## src/rtl/mem_arbiter_pkg.sv

```systemverilog
// mem_arb_pkg: shared types and constants for the unified-memory arbiter.
//   arb_state_t : sequencer states (IDLE, ACCESS, RESP)
//   arb_owner_t : which requester holds/held the memory (OWN_CPU, OWN_DBG)
//   ARB_CNT_W   : width of the wait-cycle counter (WAIT_CYCLES up to 15)
package mem_arb_pkg;

  typedef enum logic [1:0] {
    IDLE   = 2'd0,
    ACCESS = 2'd1,
    RESP   = 2'd2
  } arb_state_t;

  typedef enum logic {
    OWN_CPU = 1'b0,
    OWN_DBG = 1'b1
  } arb_owner_t;

  localparam int ARB_CNT_W = 4;

endpackage

```

## src/rtl/mem_arbiter_if.sv

```systemverilog
// mem_arbiter_if: bus bundle between the two requesters, the arbiter and
// the single-port memory.
//   cpu_* / dbg_* : requester ports (req, we, adr, wd in; rd, ready out)
//   mem_*         : memory port (we, adr, wd out; rd in, combinational)
//   owner         : current or last grant, 0 = CPU, 1 = debug
// Modports:
//   master : the arbiter, which masters the memory and answers requesters
//   slave  : the environment (requesters and memory)
// Handshake: req is a level held until the matching one-cycle ready pulse;
// the requester drops req in the cycle after ready, and a req still high in
// that cycle is a new request. rd is valid only while ready is high.
interface mem_arbiter_if #(
  parameter int ADDR_W = 32,
  parameter int DATA_W = 32
) ();

  logic              cpu_req;
  logic              cpu_we;
  logic [ADDR_W-1:0] cpu_adr;
  logic [DATA_W-1:0] cpu_wd;
  logic [DATA_W-1:0] cpu_rd;
  logic              cpu_ready;

  logic              dbg_req;
  logic              dbg_we;
  logic [ADDR_W-1:0] dbg_adr;
  logic [DATA_W-1:0] dbg_wd;
  logic [DATA_W-1:0] dbg_rd;
  logic              dbg_ready;

  logic              mem_we;
  logic [ADDR_W-1:0] mem_adr;
  logic [DATA_W-1:0] mem_wd;
  logic [DATA_W-1:0] mem_rd;

  logic              owner;

  modport master (
    input  cpu_req, cpu_we, cpu_adr, cpu_wd,
    output cpu_rd, cpu_ready,
    input  dbg_req, dbg_we, dbg_adr, dbg_wd,
    output dbg_rd, dbg_ready,
    output mem_we, mem_adr, mem_wd,
    input  mem_rd,
    output owner
  );

  modport slave (
    output cpu_req, cpu_we, cpu_adr, cpu_wd,
    input  cpu_rd, cpu_ready,
    output dbg_req, dbg_we, dbg_adr, dbg_wd,
    input  dbg_rd, dbg_ready,
    input  mem_we, mem_adr, mem_wd,
    output mem_rd,
    input  owner
  );

endinterface

```

## src/rtl/mem_arbiter_rr2.sv

```systemverilog
// arb_rr2: combinational 2-way round-robin picker.
//   req_cpu, req_dbg : requests
//   last             : requester granted last time
//   gnt_valid        : at least one request present
//   winner           : granted requester; on a tie, the one not granted last
module arb_rr2
  import mem_arb_pkg::*;
(
  input  logic       req_cpu,
  input  logic       req_dbg,
  input  arb_owner_t last,
  output logic       gnt_valid,
  output arb_owner_t winner
);

  always_comb begin
    gnt_valid = req_cpu | req_dbg;
    winner    = OWN_CPU;
    if (req_cpu && req_dbg) begin
      winner = (last == OWN_CPU) ? OWN_DBG : OWN_CPU;
    end else if (req_dbg) begin
      winner = OWN_DBG;
    end
  end

endmodule

```

## src/rtl/mem_arbiter.sv

```systemverilog
// mem_arbiter: shares the single-port unified memory of the multicycle MIPS
// core between the CPU and a debug/loader port. Each granted access runs
// WAIT_CYCLES memory cycles, then the winner gets a one-cycle ready pulse.
// Ports:
//   clk, reset_n : clock, asynchronous active-low reset
//   bus          : mem_arbiter_if.master (requester and memory signals)
//   state        : current sequencer state, for observation
// Build option: MEM_ARB_DBG_EN enables the debug port. Without it dbg_req
// is ignored, dbg_ready/dbg_rd/owner are constant 0 and no last-grant
// register exists; CPU timing is the same in both builds.
module mem_arbiter
  import mem_arb_pkg::*;
#(
  parameter int WAIT_CYCLES = 1,
  parameter int ADDR_W      = 32,
  parameter int DATA_W      = 32
) (
  input  logic          clk,
  input  logic          reset_n,
  mem_arbiter_if.master bus,
  output arb_state_t    state
);

  localparam logic [ARB_CNT_W-1:0] CNT_INIT = ARB_CNT_W'(WAIT_CYCLES - 1);
  localparam logic [ARB_CNT_W-1:0] CNT_ONE  = ARB_CNT_W'(1);

  arb_state_t           state_q;
  arb_owner_t           owner_q;
  arb_owner_t           last_q;
  arb_owner_t           winner;
  logic                 gnt_valid;
  logic                 dbg_req_eff;
  logic [ARB_CNT_W-1:0] cnt_q;
  logic                 we_q;
  logic                 mem_we_q;
  logic                 ready_q;
  logic [ADDR_W-1:0]    adr_q;
  logic [DATA_W-1:0]    wd_q;
  logic [DATA_W-1:0]    rd_q;
  logic                 sel_we;
  logic [ADDR_W-1:0]    sel_adr;
  logic [DATA_W-1:0]    sel_wd;
  logic                 cpu_ready_w;

`ifdef MEM_ARB_DBG_EN
  assign dbg_req_eff = bus.dbg_req;
`else
  logic unused_dbg_req;
  assign unused_dbg_req = bus.dbg_req;
  assign dbg_req_eff    = 1'b0;
  // Without a debug port the CPU always wins, so the history is a constant.
  assign last_q         = OWN_DBG;
`endif

  arb_rr2 u_rr2 (
    .req_cpu   (bus.cpu_req),
    .req_dbg   (dbg_req_eff),
    .last      (last_q),
    .gnt_valid (gnt_valid),
    .winner    (winner)
  );

  always_comb begin
    sel_we  = bus.cpu_we;
    sel_adr = bus.cpu_adr;
    sel_wd  = bus.cpu_wd;
    if (winner == OWN_DBG) begin
      sel_we  = bus.dbg_we;
      sel_adr = bus.dbg_adr;
      sel_wd  = bus.dbg_wd;
    end
  end

  // mem_we and ready are registered one cycle ahead: mem_we is raised on the
  // edge that enters the final ACCESS cycle (counter reaching 0), ready on
  // the edge that leaves it.
  always_ff @(posedge clk or negedge reset_n) begin
    if (!reset_n) begin
      state_q  <= IDLE;
      owner_q  <= OWN_CPU;
      cnt_q    <= '0;
      we_q     <= 1'b0;
      adr_q    <= '0;
      wd_q     <= '0;
      rd_q     <= '0;
      mem_we_q <= 1'b0;
      ready_q  <= 1'b0;
`ifdef MEM_ARB_DBG_EN
      last_q   <= OWN_DBG;
`endif
    end else begin
      mem_we_q <= 1'b0;
      ready_q  <= 1'b0;
      case (state_q)
        IDLE: begin
          if (gnt_valid) begin
            state_q  <= ACCESS;
            owner_q  <= winner;
            we_q     <= sel_we;
            adr_q    <= sel_adr;
            wd_q     <= sel_wd;
            cnt_q    <= CNT_INIT;
            mem_we_q <= sel_we && (CNT_INIT == '0);
`ifdef MEM_ARB_DBG_EN
            last_q   <= winner;
`endif
          end
        end
        ACCESS: begin
          if (cnt_q == '0) begin
            state_q <= RESP;
            rd_q    <= bus.mem_rd;
            ready_q <= 1'b1;
          end else begin
            cnt_q    <= cnt_q - CNT_ONE;
            mem_we_q <= we_q && (cnt_q == CNT_ONE);
          end
        end
        RESP: begin
          state_q <= IDLE;
        end
        default: begin
          state_q <= IDLE;
        end
      endcase
    end
  end

  assign state       = state_q;
  assign bus.mem_we  = mem_we_q;
  assign bus.mem_adr = adr_q;
  assign bus.mem_wd  = wd_q;

  assign cpu_ready_w   = ready_q && (owner_q == OWN_CPU);
  assign bus.cpu_ready = cpu_ready_w;
  assign bus.cpu_rd    = cpu_ready_w ? rd_q : '0;

`ifdef MEM_ARB_DBG_EN
  logic dbg_ready_w;
  assign dbg_ready_w   = ready_q && (owner_q == OWN_DBG);
  assign bus.dbg_ready = dbg_ready_w;
  assign bus.dbg_rd    = dbg_ready_w ? rd_q : '0;
  assign bus.owner     = owner_q;
`else
  assign bus.dbg_ready = 1'b0;
  assign bus.dbg_rd    = '0;
  assign bus.owner     = 1'b0;
`endif

endmodule
```

## src/flat_wrapper.sv

```systemverilog
// flat-port wrapper written by rule: the top's interface ports become plain ports
module mem_arbiter_flat import mem_arb_pkg::*;
#(
  parameter int WAIT_CYCLES = 1,
  parameter int ADDR_W      = 32,
  parameter int DATA_W      = 32
)
  (clk, reset_n, state, bus_cpu_req, bus_cpu_we, bus_cpu_adr, bus_cpu_wd, bus_cpu_rd, bus_cpu_ready, bus_dbg_req, bus_dbg_we, bus_dbg_adr, bus_dbg_wd, bus_dbg_rd, bus_dbg_ready, bus_mem_we, bus_mem_adr, bus_mem_wd, bus_mem_rd, bus_owner);
  mem_arbiter_if #(.ADDR_W(ADDR_W), .DATA_W(DATA_W)) bus_i ();
  input  logic clk;
  input  logic reset_n;
  output arb_state_t state;
  input wire logic [$bits(bus_i.cpu_req)-1:0] bus_cpu_req;
  input wire logic [$bits(bus_i.cpu_we)-1:0] bus_cpu_we;
  input wire logic [$bits(bus_i.cpu_adr)-1:0] bus_cpu_adr;
  input wire logic [$bits(bus_i.cpu_wd)-1:0] bus_cpu_wd;
  output wire logic [$bits(bus_i.cpu_rd)-1:0] bus_cpu_rd;
  output wire logic [$bits(bus_i.cpu_ready)-1:0] bus_cpu_ready;
  input wire logic [$bits(bus_i.dbg_req)-1:0] bus_dbg_req;
  input wire logic [$bits(bus_i.dbg_we)-1:0] bus_dbg_we;
  input wire logic [$bits(bus_i.dbg_adr)-1:0] bus_dbg_adr;
  input wire logic [$bits(bus_i.dbg_wd)-1:0] bus_dbg_wd;
  output wire logic [$bits(bus_i.dbg_rd)-1:0] bus_dbg_rd;
  output wire logic [$bits(bus_i.dbg_ready)-1:0] bus_dbg_ready;
  output wire logic [$bits(bus_i.mem_we)-1:0] bus_mem_we;
  output wire logic [$bits(bus_i.mem_adr)-1:0] bus_mem_adr;
  output wire logic [$bits(bus_i.mem_wd)-1:0] bus_mem_wd;
  input wire logic [$bits(bus_i.mem_rd)-1:0] bus_mem_rd;
  output wire logic [$bits(bus_i.owner)-1:0] bus_owner;
  assign bus_i.cpu_req = bus_cpu_req;
  assign bus_i.cpu_we = bus_cpu_we;
  assign bus_i.cpu_adr = bus_cpu_adr;
  assign bus_i.cpu_wd = bus_cpu_wd;
  assign bus_cpu_rd = bus_i.cpu_rd;
  assign bus_cpu_ready = bus_i.cpu_ready;
  assign bus_i.dbg_req = bus_dbg_req;
  assign bus_i.dbg_we = bus_dbg_we;
  assign bus_i.dbg_adr = bus_dbg_adr;
  assign bus_i.dbg_wd = bus_dbg_wd;
  assign bus_dbg_rd = bus_i.dbg_rd;
  assign bus_dbg_ready = bus_i.dbg_ready;
  assign bus_mem_we = bus_i.mem_we;
  assign bus_mem_adr = bus_i.mem_adr;
  assign bus_mem_wd = bus_i.mem_wd;
  assign bus_i.mem_rd = bus_mem_rd;
  assign bus_owner = bus_i.owner;
  mem_arbiter #(.WAIT_CYCLES(WAIT_CYCLES), .ADDR_W(ADDR_W), .DATA_W(DATA_W)) u_core (.clk(clk), .reset_n(reset_n), .bus(bus_i), .state(state));
endmodule
```

## config.mk

```make
export PLATFORM = sky130hd
export DESIGN_NAME = mem_arbiter_flat
export DESIGN_NICKNAME = d
export VERILOG_FILES = /design/src/rtl/mem_arbiter_pkg.sv /design/src/rtl/mem_arbiter_if.sv /design/src/rtl/mem_arbiter_rr2.sv /design/src/rtl/mem_arbiter.sv /design/src/flat_wrapper.sv
export SDC_FILE = /design/constraint.sdc
export NUM_CORES = 1
export LEC_CHECK = 0
export ABC_AREA = 1
export CAP_MARGIN = 10
export CORE_UTILIZATION = 27
export DETAILED_ROUTE_END_ITERATION = 8
export GPL_ROUTABILITY_DRIVEN = 1
export PLACE_DENSITY = 0.66
export SLEW_MARGIN = 25
export SYNTH_ARGS = -nofsm -noshare
export SYNTH_HDL_FRONTEND = slang
export SYNTH_SLANG_ARGS = --single-unit
export TNS_END_PERCENT = 30
```

## constraint.sdc

```tcl
create_clock -name clk -period 1.52 [get_ports clk]
set_clock_uncertainty 0.15 [all_clocks]
set_input_delay 0.228 -clock clk [delete_from_list [all_inputs] [get_ports clk]]
set_output_delay 0.228 -clock clk [all_outputs]
set_load 0.01 [all_outputs]
```

==> metrics.md <==
| Metric | Value |
|---|---|
| Status | finished with violations |
| Violated checks | setup timing |
| Root buffer cell | clkbuf_16 |
| Core Footprint | 16120 sq um |
| Detail Route Antenna Nets | 0 |
| Die height | 131.6 um |
| Hold Violations, Final | 0 |
| XOR/XNOR share of the synthesized area | 0.1933% |
| Number of diodes | 0 |
| Final setup violation count | 33 |
| Largest net degree at the start of global routing | 54 |
| Adder-Cell Fraction of Synth Area | 0.5522% |
| Multiplexer area fraction after synthesis | 0% |
| Synth Warn # | 0 |
| Shortest period the worst path allows | 1.671 ns |
| Initial DRC count | 147 |
| Final WS setup | -0.1514 ns |
| Fraction of layout cells with a size suffix above 1 | 14.79% |
| Max-cap violations | 0 |
| DR vias/cell | roughly 4 |
| Final nets | between 900 and 1000 |
| Initial antenna violation count | 0 |
| Crit path arrival time | about 1.3 ns |
| Die Area | 17310 sq um |
| #FFs+latches synth | 105 |
| Gr ovfl total | 0 |
| First-pass GRT wire length | 19270 um |
| H-tree depth | 3 |
| Worst Hold Class | input port to async pin |
| WS Path Type | flop to output port |
| Crit-path max FO | 5 |
| Input/output buffers | 199 |
| Global placer's final weighted congestion | between 0.7 and 0.8 |
| Clk_lat worst skew | 0.35 ns |
| Initial Util | 28.12% |
| Compound-gate portion of the synthesized area | 0.4417% |
| CP Launch Type | flop |
| GRT Overall Usage | 13.96% |
| Die X | between 100 and 150 um |
| Pwr per Cell Area | 1877 nW/um^2 |
| Peak supply drop | 676.5 uV |
| Via count | 3902 |
| Clk buf depth | 2 |
| Synthesized area | 4532 sq um |
| Final period utilization | 110.0% |
| Drt pass-1 iters | 4 |
| Mapped Cells | roughly 560 |
| Routed wire length | approximately 12000 um |
| TritonCTS clock tree | built |
| Post-route DRC | 0 |
| Seq/Total Area, Yosys | 57.98% |
| Post-synth ARST share | 100.0% |
| Slew Limit Fails | 0 |
| Vias in the first global route | 3734 |
| Worst EP required | 1.14 ns |
| Dpl hpwl | 8229 um |
| Post-synth cell types | 18 |
| Power after layout | 13380 uW |
| Syn_area_per_cell | 8.165 sq um |
| Worst-path clk slew | 0.07 ns |
| Setup crit end kind | output port |
| Simple logic cell fraction of the synthesized area | 29.13% |
| Main combinational cell family by area after synthesis | simple AND/OR/NAND/NOR gates |
| RSZ-0062 raised after global routing | yes |
| Sink Count | 105 |
| Peak Freq | ~600 MHz |
| Avg WL per Cell | 11.86 um |
| Number of synthesized flops with an enable pin | 0 |
| Main synth FF type | dfrtp_1 |
| CTS buffer count | 9 |
| Core Util, Final | 44.22% |
| Io pins | 300 |
| Hold Worst Slack | 0.1736 ns |
| P&R area growth vs syn | 57.26% |
| Worst slack, placed | -0.1495 ns |
| LEAKAGE | ~0.004 uW |
| Rows | 46 |
Yosys cell counts, types with 2 or more instances:
cell type | instances | area, sq um
clkbuf_1 | 7 | 26.28
ha_1 | 2 | 25.02
nand3_1 | 4 | 20.02
nor2_1 | 2 | 7.510
o21ai_0 | 3 | 15.01
buf_4 | 40 | 300.3
buf_2 | 10 | 50.05
nand2_1 | 335 | 1257
inv_1 | 36 | 135.1
dfrtp_1 | 105 | 2628
inv_2 | 4 | 15.01
critical path, stage by stage, from the launching register on:
cell,delay [ns]
dfrtp_2,0.45
buf_12,0.14
clkbuf_16,0.15
nand2_2,0.05
inv_1,0.03
buf_2,0.12
registers in the layout (all words and copies together) (netlist names):
| signal | flops |
|---|---|
| u_core.state | 2 |
| u_core.bus.mem_we | 1 |
| u_core.bus.mem_adr | 32 |
| u_core.rd_q | 32 |
| u_core.ready_q | 1 |
| u_core.we_q | 1 |
| u_core.bus.mem_wd | 32 |
| u_core.cnt_q | 4 |
through the flow:
stage | cell area (sq um) | std cells | setup TNS (ns)
finish | 7127 | 987 | -3.254
global route | 7127 | 987 | -5.278
CTS | 6950 | 986 | -4.978
detailed placement | 6787 | 965 | -10.49
global placement | 6787 | 965 | -9.282
floorplan | 4656 | 588 | 0
final cells by class:
type | count | area, sq um
multi-input combinational | 386 | 1589
clock buffer | 10 | 229.0
fill | 1607 | 8989
timing repair buffer | 224 | 2185
tap | 216 | 270.3
inverter | 40 | 150.1
sequential | 105 | 2629
clock inverter | 6 | 75.07
where the power goes:
group	internal [uW]	total, uW	leakage [uW]	switching, uW
clock network	1300	2380	0.000145	1080
logic	2800	6080	0.00257	3280
registers	4150	4910	0.00130	762
total	8250	13400	0.00402	5130
cells by family after synthesis:
group | Yosys count
AO/OA/AOI/OAI | 4
other | 1
XOR/XNOR | 1
adder cells (fa/ha/maj) | 2
buffers and inverters | 97
AND/OR/NAND/NOR | 345
flip-flops | 105
layout by cell type, fill, tap and decap left out, types with 2 or more instances in the layout:
cell type | Yosys | final
inv_1 | 36 | 24
buf_6 | 0 | 21
conb_1 | 1 | 34
nand2_4 | 0 | 4
o21ai_0 | 3 | 3
clkdlybuf4s50_1 | 0 | 98
buf_12 | 0 | 8
buf_2 | 10 | 18
dlygate4sd2_1 | 0 | 67
clkbuf_16 | 0 | 10
nand2_1 | 335 | 316
nand2_2 | 0 | 15
inv_2 | 4 | 16
nor2_4 | 1 | 2
dfrtp_1 | 105 | 104
clkinv_4 | 0 | 2
buf_4 | 40 | 9
nand3_1 | 4 | 4
metal layers:
layer | vias to the layer above | global-route usage (%) | wire (um)
li1 | 1986 | - | -
met4 | 0 | 5.426 | 265
met1 | 1768 | 16.96 | 5061
met3 | 22 | 4.437 | 714
met5 | - | 0 | 0
met2 | 126 | 22.90 | 5663
final timing paths:
kind | startpoint | end | slack, ns | cells after the start
max | u_core.ready_q$_DFF_PN0_ | bus_cpu_rd[25] | -0.15 | 5
min | reset_n | u_core.bus.mem_wd[11]$_DFFE_PN0P_ | 0.17 | 2
max reg2reg | u_core.state[1]$_DFFE_PN0P_ | u_core.bus.mem_adr[30]$_DFFE_PN0P_ | 0.08 | 7
min reg2reg | u_core.bus.mem_adr[29]$_DFFE_PN0P_ | u_core.bus.mem_adr[29]$_DFFE_PN0P_ | 0.31 | 2
max in group asynchronous | reset_n | u_core.bus.mem_wd[29]$_DFFE_PN0P_ | 0.55 | 3
min in group clk | bus_cpu_wd[3] | u_core.bus.mem_wd[3]$_DFFE_PN0P_ | 0.26 | 3
timing repair:
action / 4_1_cts / 5_1_grt
hold endpoints to repair: 105 / 0
endpoints found under the setup margin: 100 / 72
setup buffers: 2 / 1
hold buffers: 1 / 0
gates resized for setup: 207 / 54
cloned: 2 / 1
Note: power is estimated with default switching activity, not from simulation.
